--- config.mk ---
export PLATFORM = sky130hd
export DESIGN_NAME = accum_arbiter_flat
export DESIGN_NICKNAME = d
export VERILOG_FILES = /design/src/rtl/accum_pkg.sv /design/src/rtl/accum_arbiter_if.sv /design/src/rtl/tick_gen.sv /design/src/rtl/accum_arbiter.sv /design/src/flat_wrapper.sv
export SDC_FILE = /design/constraint.sdc
export NUM_CORES = 1
export LEC_CHECK = 0
export ABC_AREA = 1
export CORE_MARGIN = 10
export CORE_UTILIZATION = 45
export DETAILED_ROUTE_END_ITERATION = 16
export GPL_TIMING_DRIVEN = 0
export PLACE_DENSITY = 0.73
export SKIP_LAST_GASP = 1
export SYNTH_ARGS = -nofsm -noshare
export SYNTH_HDL_FRONTEND = slang
export SYNTH_SLANG_ARGS = --single-unit
--- constraint.sdc ---
create_clock -name clk100_i -period 2.5 [get_ports clk100_i]
set_input_delay 0.25 -clock clk100_i [delete_from_list [all_inputs] [get_ports clk100_i]]
set_output_delay 0.25 -clock clk100_i [all_outputs]
set_load 0.03 [all_outputs]
--- src/rtl/accum_pkg.sv ---
// rtl/accum_pkg.sv - shared types and defaults for the accumulator arbiter
// Contents: sequencer state encoding, one-hot grant encodings, default widths.
package accum_pkg;

    typedef enum logic {
        IDLE = 1'b0,
        ADD  = 1'b1
    } state_t;

    typedef enum logic [1:0] {
        GNT_NONE = 2'b00,
        GNT_KEY  = 2'b01,
        GNT_TICK = 2'b10
    } grant_t;

    localparam int DEF_WIDTH = 8;
    localparam int DEF_OPW   = 4;

endpackage

--- src/rtl/accum_arbiter_if.sv ---
// rtl/accum_arbiter_if.sv - request/operand inputs and accumulator status outputs
// master: front-end side (drives clear/requests/operands/run, observes status).
// slave:  accum_arbiter side.
interface accum_arbiter_if
    import accum_pkg::*;
#(
    parameter int WIDTH = DEF_WIDTH,
    parameter int OPW   = DEF_OPW
);
    logic             clear_i;
    logic             req_key_i;
    logic [OPW-1:0]   op_key_i;
    logic             run_i;
    logic [OPW-1:0]   op_tick_i;
    logic [WIDTH-1:0] acc_o;
    logic             ovf_o;
    logic             drop_o;
    logic [1:0]       grant_o;
    logic             busy_o;
    logic             tick_o;

    modport master (
        output clear_i, req_key_i, op_key_i, run_i, op_tick_i,
        input  acc_o, ovf_o, drop_o, grant_o, busy_o, tick_o
    );

    modport slave (
        input  clear_i, req_key_i, op_key_i, run_i, op_tick_i,
        output acc_o, ovf_o, drop_o, grant_o, busy_o, tick_o
    );
endinterface

--- src/rtl/tick_gen.sv ---
// rtl/tick_gen.sv - periodic auto-tick prescaler
// Ports: clk100_i, rstn_i (async active-low), run_i (count enable),
//        tick_o (registered one-cycle pulse, once per TICK_DIV running cycles).
module tick_gen #(
    parameter int TICK_DIV = 100_000_000
) (
    input  logic clk100_i,
    input  logic rstn_i,
    input  logic run_i,
    output logic tick_o
);
    localparam int CW = (TICK_DIV > 2) ? $clog2(TICK_DIV) : 1;

    logic [CW-1:0] cnt;
    logic          at_top;

    assign at_top = (cnt == CW'(TICK_DIV - 1));

    // run_i low freezes the count so pausing does not restart the period.
    always_ff @(posedge clk100_i or negedge rstn_i) begin
        if (!rstn_i) begin
            cnt    <= '0;
            tick_o <= 1'b0;
        end else begin
            tick_o <= run_i && at_top;
            if (run_i) begin
                cnt <= at_top ? '0 : cnt + 1'b1;
            end
        end
    end
endmodule

--- src/rtl/accum_arbiter.sv ---
// rtl/accum_arbiter.sv - round-robin sharing of one accumulator between key and tick
// Ports: clk100_i, rstn_i (async active-low); bus (slave): clear_i, req_key_i,
//        op_key_i, run_i, op_tick_i in; acc_o, ovf_o, drop_o, grant_o, busy_o,
//        tick_o out. All outputs are registered.
module accum_arbiter
    import accum_pkg::*;
#(
    parameter int WIDTH    = DEF_WIDTH,
    parameter int OPW      = DEF_OPW,
    parameter int TICK_DIV = 100_000_000
) (
    input  logic            clk100_i,
    input  logic            rstn_i,
    accum_arbiter_if.slave  bus
);
    state_t           state, state_n;
    grant_t           grant, grant_n;
    logic             last_tick, last_tick_n;  // 1: tick was served last
    logic [WIDTH-1:0] acc, acc_n;
    logic             ovf, ovf_n, drop, drop_n;
    logic             pend_key, pend_key_n, pend_tick, pend_tick_n;
    logic [OPW-1:0]   op_key_q, op_key_n, op_tick_q, op_tick_n;
    logic [OPW-1:0]   op_sel;
    logic [WIDTH:0]   sum;
    logic             tick;

    tick_gen #(.TICK_DIV(TICK_DIV)) u_tick_gen (
        .clk100_i (clk100_i),
        .rstn_i   (rstn_i),
        .run_i    (bus.run_i),
        .tick_o   (tick)
    );

    always_ff @(posedge clk100_i or negedge rstn_i) begin
        if (!rstn_i) begin
            state     <= IDLE;
            grant     <= GNT_NONE;
            last_tick <= 1'b1;
            acc       <= '0;
            ovf       <= 1'b0;
            drop      <= 1'b0;
            pend_key  <= 1'b0;
            pend_tick <= 1'b0;
            op_key_q  <= '0;
            op_tick_q <= '0;
        end else begin
            state     <= state_n;
            grant     <= grant_n;
            last_tick <= last_tick_n;
            acc       <= acc_n;
            ovf       <= ovf_n;
            drop      <= drop_n;
            pend_key  <= pend_key_n;
            pend_tick <= pend_tick_n;
            op_key_q  <= op_key_n;
            op_tick_q <= op_tick_n;
        end
    end

    always_comb begin
        state_n     = state;
        grant_n     = grant;
        last_tick_n = last_tick;
        acc_n       = acc;
        ovf_n       = ovf;
        drop_n      = drop;
        pend_key_n  = pend_key;
        pend_tick_n = pend_tick;
        op_key_n    = op_key_q;
        op_tick_n   = op_tick_q;
        op_sel      = (grant == GNT_TICK) ? op_tick_q : op_key_q;
        sum         = {1'b0, acc} + {{(WIDTH + 1 - OPW){1'b0}}, op_sel};

        if (bus.clear_i) begin
            state_n     = IDLE;
            grant_n     = GNT_NONE;
            acc_n       = '0;
            ovf_n       = 1'b0;
            drop_n      = 1'b0;
            pend_key_n  = 1'b0;
            pend_tick_n = 1'b0;
        end else begin
            case (state)
                IDLE: begin
                    if (pend_key || pend_tick) begin
                        // On a tie the source not served last wins.
                        if (pend_tick && (!pend_key || !last_tick)) begin
                            grant_n     = GNT_TICK;
                            last_tick_n = 1'b1;
                        end else begin
                            grant_n     = GNT_KEY;
                            last_tick_n = 1'b0;
                        end
                        state_n = ADD;
                    end
                end
                ADD: begin
                    acc_n = sum[WIDTH-1:0];
                    ovf_n = ovf | sum[WIDTH];
                    if (grant == GNT_TICK) pend_tick_n = 1'b0;
                    else                   pend_key_n  = 1'b0;
                    state_n = IDLE;
                    grant_n = GNT_NONE;
                end
                default: state_n = IDLE;
            endcase

            // Capture sees the pending flag after this cycle's ADD release,
            // so a request in the releasing cycle becomes a fresh pending.
            if (bus.req_key_i) begin
                if (pend_key_n) drop_n = 1'b1;
                else begin
                    pend_key_n = 1'b1;
                    op_key_n   = bus.op_key_i;
                end
            end
            if (tick) begin
                if (pend_tick_n) drop_n = 1'b1;
                else begin
                    pend_tick_n = 1'b1;
                    op_tick_n   = bus.op_tick_i;
                end
            end
        end
    end

    assign bus.acc_o   = acc;
    assign bus.ovf_o   = ovf;
    assign bus.drop_o  = drop;
    assign bus.grant_o = grant;
    assign bus.busy_o  = (state == ADD);
    assign bus.tick_o  = tick;
endmodule

--- src/flat_wrapper.sv ---
// flat-port wrapper written by rule: the top's interface ports become plain ports
module accum_arbiter_flat import accum_pkg::*;
#(
    parameter int WIDTH    = DEF_WIDTH,
    parameter int OPW      = DEF_OPW,
    parameter int TICK_DIV = 100_000_000
)
  (clk100_i, rstn_i, bus_clear_i, bus_req_key_i, bus_op_key_i, bus_run_i, bus_op_tick_i, bus_acc_o, bus_ovf_o, bus_drop_o, bus_grant_o, bus_busy_o, bus_tick_o);
  accum_arbiter_if #(.WIDTH(WIDTH), .OPW(OPW)) bus_i ();
  input  logic clk100_i;
  input  logic rstn_i;
  input wire logic [$bits(bus_i.clear_i)-1:0] bus_clear_i;
  input wire logic [$bits(bus_i.req_key_i)-1:0] bus_req_key_i;
  input wire logic [$bits(bus_i.op_key_i)-1:0] bus_op_key_i;
  input wire logic [$bits(bus_i.run_i)-1:0] bus_run_i;
  input wire logic [$bits(bus_i.op_tick_i)-1:0] bus_op_tick_i;
  output wire logic [$bits(bus_i.acc_o)-1:0] bus_acc_o;
  output wire logic [$bits(bus_i.ovf_o)-1:0] bus_ovf_o;
  output wire logic [$bits(bus_i.drop_o)-1:0] bus_drop_o;
  output wire logic [$bits(bus_i.grant_o)-1:0] bus_grant_o;
  output wire logic [$bits(bus_i.busy_o)-1:0] bus_busy_o;
  output wire logic [$bits(bus_i.tick_o)-1:0] bus_tick_o;
  assign bus_i.clear_i = bus_clear_i;
  assign bus_i.req_key_i = bus_req_key_i;
  assign bus_i.op_key_i = bus_op_key_i;
  assign bus_i.run_i = bus_run_i;
  assign bus_i.op_tick_i = bus_op_tick_i;
  assign bus_acc_o = bus_i.acc_o;
  assign bus_ovf_o = bus_i.ovf_o;
  assign bus_drop_o = bus_i.drop_o;
  assign bus_grant_o = bus_i.grant_o;
  assign bus_busy_o = bus_i.busy_o;
  assign bus_tick_o = bus_i.tick_o;
  accum_arbiter #(.WIDTH(WIDTH), .OPW(OPW), .TICK_DIV(TICK_DIV)) u_core (.clk100_i(clk100_i), .rstn_i(rstn_i), .bus(bus_i));
endmodule
==> results.yml, run 1 <==
synth:
  synth_cell_types: 30
  postSynthAreaPerCell_sq_um: 7.212
  synth_compound_area_share_pct: 7.559
  seq_area_frac_synth_pct: 43.00
  synthSimpleGateAreaFrac_pct: 36.51
  synth_xor_area_share_pct: 1.735
  synth_top_area_cell: "dfrtp_1"
  synth_top_area_share_pct: 42.13
  syn_inst: 420
  ys_seq_elements: 52
  synth_top_family_by_area: "simple AND/OR/NAND/NOR gates"
  synthesis.area_sq_um: 3029
  synth.area.mux_share_pct: 0
  syn-num-nets: 439
  ys.warnings.count: 0
  synthAdderAreaFrac_pct: 2.726
  yosys-top-cells-area: "dfrtp_1 (42%), nand2_1 (14%), nor2_1 (8.3%)"
floorplanning:
  ios: 27
  fp.dieH_um: 102.0
  start_util_pct: 46.90
  rows: 29
  core_area_sq_um: 6459
  die_area_sq_um: 10410
  fp.dieW_um: 102.0
sta:
  fin_tns_setup_ns: 0
  final_max_slew_viol_count: 0
  skew_ns: 0.01092
  setup_viol: 0
  period_minus_slack_ns: 2.158
  relSlewSlack_pct: 59.61
  fin_crit_sh_pct: 86.33
  hold_violations: 0
  tightest_slew_ns: 0.6058
  fmax_ghz: 0.4633
  rsz0062_at_grt: "no"
placement:
  hpwl_um: 5134
  dp.cells: 524
  port_buffers: 26
  gp_congestion: 0.9522
run:
  cap_violations: 0
setup_path:
  cpPeakStageDelay_ns: 0.43
  cp-start-kind: "flip-flop"
  critical_path_class: "reg2reg"
  reg2reg_from: "u_core.bus.grant_o[1]"
  crit_path_end_kind: "flip-flop"
  crit_buf_inv: 2
  worst_ep_required_time_ns: 2.71
  crit_top_cell: "nand2_1"
  worstSetupStartpoint: "u_core.bus.grant_o[1]"
  cpLargestDelayFamily: "adder cells"
  crit_chain: "inv_1 -> nor2_1 -> nand2_1 -> nand2_1 -> ha_1 -> inv_1 -> fa_1 -> o21ai_2 -> nand2_1 -> o21ai_0 -> a21oi_1"
  critPathMaxFanout: 4
  arrival_ns: 2.37
  critPathSlowestCell: "fa_1"
clock_network:
  cts_tree: "done"
  postCtsSetupRepairBufs: 0
  insertion_delay_ns: 0.31
  clock-sinks: 52
  clk_pin_slew_ns: 0.10
  cts_buffers: 5
  cts_max_level: 2
  clockRootBuffer: "clkbuf_8"
  clock_path_buffers: 2
grt:
  grt_pass1_wl_um: 11290
  grt.busiest_layer: "met2"
  use_met2_pct: 23.11
  use_met1_pct: 15.57
  antenna_found_initial: 0
  use_met3_pct: 2.969
  grt_pass1_vias: 2580
  grt_usage_pct: 13.33
  overflow: 0
  grt_max_degree: 28
worst_hold_path:
  hold_path_class: "in2async"
cells_and_area:
  fin_cells: 533
  fill_cells: 629
  area_growth_pct: 16.73
  num_antenna_cells: 0
  nets: 474
  multi_input_area_sq_um: 1474
  seq_area_sq_um: 1303
  final_core_util_pct: 54.75
  drive_gt1_share_pct: 10.53
pwr:
  finalPower_mw: 1.937
  p_leak_nw: 1.766
  vdd_drop_max_uv: 402.8
  powerDensity_nw_per_um2: 547.8
drt:
  drcViolationCount: 0
  drt_iter0_drc: 116
  drt_wl_total_um: 6632
  drtAntennaViolNets: 0
  dr_total_vias: 2675
  vias_per_cell: 5.019
  dr.pass1.iters: 5
  wl_per_cell_um: 12.44
run_status:
  status: "complete, no violations"
-- synth_stat cells --
cell type  instances
nand2_1          117
nor2_1            67
inv_1             58
dfrtp_1           51
nand3_1           31
o21ai_0           17
a21oi_1           14
nand2_2            8
inv_2              6
nor2_2             6
nor2_4             6
ha_1               5
nand3_2            5
xor2_1             5
a31oi_1            3
nor3_1             3
nand3b_1           2
nand4_1            2
o21ai_2            2
o21bai_1           2
a22o_1             1
and3_1             1
buf_2              1
buf_6              1
dfstp_2            1
fa_1               1
o21a_1             1
o22ai_1            1
or2_2              1
xnor2_1            1
-- cell type report --
cell class / count / area share, %
timing repair buffer: 28 / 8.068
tap: 77 / 2.725
sequential: 52 / 36.84
inverter: 64 / 6.794
clock buffer: 6 / 2.335
multi-input combinational: 302 / 41.68
buffer: 2 / 0.4600
clock inverter: 2 / 1.097
-- final timing paths --
path,endpoint,slack [ns],depth (start not counted)
worst max register to register,u_core.bus.acc_o[4],0.34,11
worst min register to register,u_core.op_key_q[1],0.50,2
worst max-delay path,u_core.bus.acc_o[4],0.34,11
max in group asynchronous,u_core.last_tick,1.40,3
min in group clk100_i,u_core.op_tick_q[3],0.48,3
worst min-delay path,u_core.op_tick_q[2],0.47,2
-- logic make-up (layout without fill, tap and decap cells) --
group                      after synthesis  after routing
xor gates and xnor gates                 6              6
buffers and inverters                   66            102
DFF                                     52             52
and+or+nand+nor                        249            249
adders and majority gates                6              6
AOI/OAI and AO/OA                       41             41
-- layer usage --
layer / share of wire (%) / up-vias
li1: - / 1376
met1: 45 / 1235
met2: 48 / 51
met3: 5.0 / 13
met4: 2.0 / 0
met5: 0 / -
-- cells in the final DEF (no fill, tap or decap) --
cell,Yosys,layout
ha_1,5,5
clkdlybuf4s50_1,0,25
a21oi_1,14,14
inv_2,6,6
clkbuf_8,0,6
xor2_1,5,5
nor2_1,67,67
nor2_2,6,6
nand3_1,31,31
inv_1,58,58
bufinv_16,0,1
a31oi_1,3,3
fa_1,1,1
dfstp_2,1,1
nor3_1,3,3
dfrtp_1,51,51
nand2_1,117,117
nor2_4,6,6
clkinv_4,0,1
nand3_2,5,5
buf_2,1,2
nand2_2,8,8
buf_6,1,1
xnor2_1,1,1
buf_12,0,1
o21ai_0,17,16
nand3b_1,2,2
o21bai_1,2,2
a22o_1,1,1
nand4_1,2,2
o21ai_2,2,3
and3_1,1,1
dlygate4sd3_1,0,1
or2_2,1,1
o21a_1,1,1
o22ai_1,1,1
-- through the flow --
step / area, sq um / setup WS, ns / hold WS [ns]
3_3_place_gp: 3386 / -0.4341 / 0.4725
3_5_place_dp: 3401 / 0.1672 / 0.2998
6_report: 3536 / 0.3417 / 0.4669
2_1_floorplan: 3029 / 0.2968 / -0.04559
4_1_cts: 3532 / 0.1366 / 0.4710
5_1_grt: 3536 / 0.03642 / 0.4935
-- sequential cells by signal (all words and copies together), names as in the netlist --
| signal | cells |
|---|---|
| u_core.bus.acc_o | 8 |
| u_core.bus.busy_o | 1 |
| u_core.bus.drop_o | 1 |
| u_core.bus.grant_o | 2 |
| u_core.bus.ovf_o | 1 |
| u_core.last_tick | 1 |
| u_core.op_key_q | 4 |
| u_core.op_tick_q | 4 |
| u_core.pend_key | 1 |
| u_core.pend_tick | 1 |
| u_core.u_tick_gen.cnt | 27 |
| u_core.u_tick_gen.tick_o | 1 |
-- power by group --
group	internal [mW]	leakage, nW	switching [mW]
clock network	0.328	0.0614	0.294
registers	0.918	0.645	0.0671
logic	0.133	1.06	0.197
total	1.38	1.77	0.559
-- repair_timing --
| item | in CTS | in global routing |
|---|---|---|
| resized for setup | 0 | 2 |
| hold buffers | 1 | 0 |
| setup endpoints to repair | 0 | 3 |
| endpoints found under the hold margin | 25 | 0 |
(Power assumes the default switching activity.)
==> inputs of run 2 (changes only) <==
--- a/config.mk
+++ b/config.mk
@@ -6,7 +6,6 @@
 export NUM_CORES = 1
 export LEC_CHECK = 0
 export ABC_AREA = 1
-export CORE_MARGIN = 10
 export CORE_UTILIZATION = 45
 export DETAILED_ROUTE_END_ITERATION = 16
 export GPL_TIMING_DRIVEN = 0
==> run 2 against run 1 <==
- the run now ends with design-rule violations left
- final area increased by 0.32%
- register-to-register slack worse by 0.03 ns
- wire length down 3.3%
- die area fell by 32%
- clock power rose by 7.4%
- via count down 0.71%
- first-iteration DRC count rose by 17%
- critical path depth is 2 lower
- fmax fell by 1.5%
- critical path type unchanged
- critical endpoint unchanged
==> results.yml, run 2 (synthesis gave the netlist of run 1 again) <==
run_status:
  status: "finished, violations left"
  violations: "design-rule violations"
cells_and_area:
  regMostFlops: "u_core.u_tick_gen.cnt"
  fill_cells: 616
  nets: 474
  fin_cells: 533
  num_antenna_cells: 0
  area_growth_pct: 17.10
  final_cell_mix: "nand2_1 (117), nor2_1 (67), inv_1 (58)"
  largest_reg_flops: 27
  final_core_util_pct: 55.23
  layout_commonest_cell: "nand2_1"
  drive_gt1_share_pct: 10.31
worst_hold_path:
  hold_path_class: "in2async"
clock_network:
  clockRootBuffer: "clkbuf_8"
  clk_pin_slew_ns: 0.10
  postCtsSetupRepairBufs: 0
  clock-sinks: 52
  insertion_delay_ns: 0.30
  cts_tree: "done"
  clock_path_buffers: 2
  cts_buffers: 5
  cts_max_level: 2
run:
  cap_violations: 0
drt:
  drt_iter0_drc: 136
  drcViolationCount: 8
  wl_per_cell_um: 12.03
  dr.pass1.iters: 10
  drt_wl_total_um: 6412
  dr_total_vias: 2656
  drtAntennaViolNets: 0
  vias_per_cell: 4.983
sta:
  final_max_slew_viol_count: 0
  setup_ws_ns: 0.3087
  relSlewSlack_pct: 64.52
  fin_tns_setup_ns: 0
  rsz0062_at_grt: "no"
  fmax_ghz: 0.4564
  period_minus_slack_ns: 2.191
  skew_ns: 0.01508
  holdWs_ns: 0.4509
  fin_crit_sh_pct: 87.65
  hold_violations: 0
  tightest_slew_ns: 0.5321
  setup_viol: 0
floorplanning:
  core_area_sq_um: 6422
  die_area_sq_um: 7064
  start_util_pct: 47.17
  ios: 27
  rows: 29
  fp.dieH_um: 84.05
  fp.dieW_um: 84.05
grt:
  grt_usage_pct: 20.18
  antenna_found_initial: 0
  grt_pass1_vias: 2621
  grt_max_degree: 32
  grt_pass1_wl_um: 11440
  overflow: 0
setup_path:
  worst_ep_required_time_ns: 2.70
  arrival_ns: 2.39
  critPathMaxFanout: 6
  critical_path_class: "reg2reg"
  crit_path_end_kind: "flip-flop"
  ff2ff_setup_slack_ns: 0.31
  cp-start-kind: "flip-flop"
placement:
  place_ws_ns: 0.07221
  dp.cells: 524
  hpwl_um: 4975
  gp_congestion: 0.9031
  port_buffers: 26
pwr:
  p_leak_nw: 1.770
  vdd_drop_max_uv: 362.0
  powerDensity_nw_per_um2: 560.9
==> run 2: where the power goes <==
part	internal [mW]	total (mW)	leakage, nW	switching, mW
sequential	0.918	0.987	0.645	0.0691
combinational	0.133	0.334	1.06	0.201
clock	0.400	0.668	0.0654	0.268
==> run 2: timing repair <==
action / in CTS / in global routing
hold buffers: 1 / 0
resized for setup: 0 / 2
endpoints found under the setup margin: 0 / 3
hold endpoints to repair: 21 / 0
==> run 2: cell type report <==
class	instances	area, sq um	share of cell area [%]
Inverter	64	240.2	6.772
Timing Repair Buffer	28	285.3	8.042
Sequential cell	52	1303	36.72
Clock buffer	6	72.57	2.046
Multi-Input combinational cell	302	1474	41.55
Buffer	2	16.27	0.4586
Tap cell	77	96.34	2.716
Clock inverter	2	60.06	1.693
==> run 2: per-layer routing <==
metal,wire length (um),track usage [%]
met1,3050,26.37
met2,3029,33.46
met3,240,3.462
met4,92,7.680
met5,0,0
==> run 2: per-stage QoR <==
stage	power, mW	area, sq um
final	1.990	3547
after detailed placement	1.341	3401
after global placement	1.319	3386
after CTS	2.024	3543
after global routing	2.105	3547
after floorplan	1.223	3029
==> run 2: worst max-delay path, stage by stage, from the launching register on <==
cell and delay (ns):
dfrtp_1 0.44, inv_1 0.07, nand2_1 0.14, o21ai_0 0.31, inv_1 0.11, fa_1 0.46, o21ai_2 0.25, nand2_1 0.09
o21ai_0 0.16, a21oi_1 0.06
==> run 2: final timing paths <==
| check | startpoint | end | cells past startpoint |
|---|---|---|---|
| worst max-delay path | u_core.bus.grant_o[0] | u_core.bus.acc_o[4] | 9 |
| worst min register to register | u_core.op_key_q[2] | u_core.op_key_q[2] | 2 |
| worst max register to register | u_core.bus.grant_o[0] | u_core.bus.acc_o[4] | 9 |
| min in group clk100_i | bus_op_key_i[1] | u_core.op_key_q[1] | 3 |
| worst min-delay path | rstn_i | u_core.op_tick_q[1] | 2 |
| max in group asynchronous | rstn_i | u_core.last_tick | 3 |
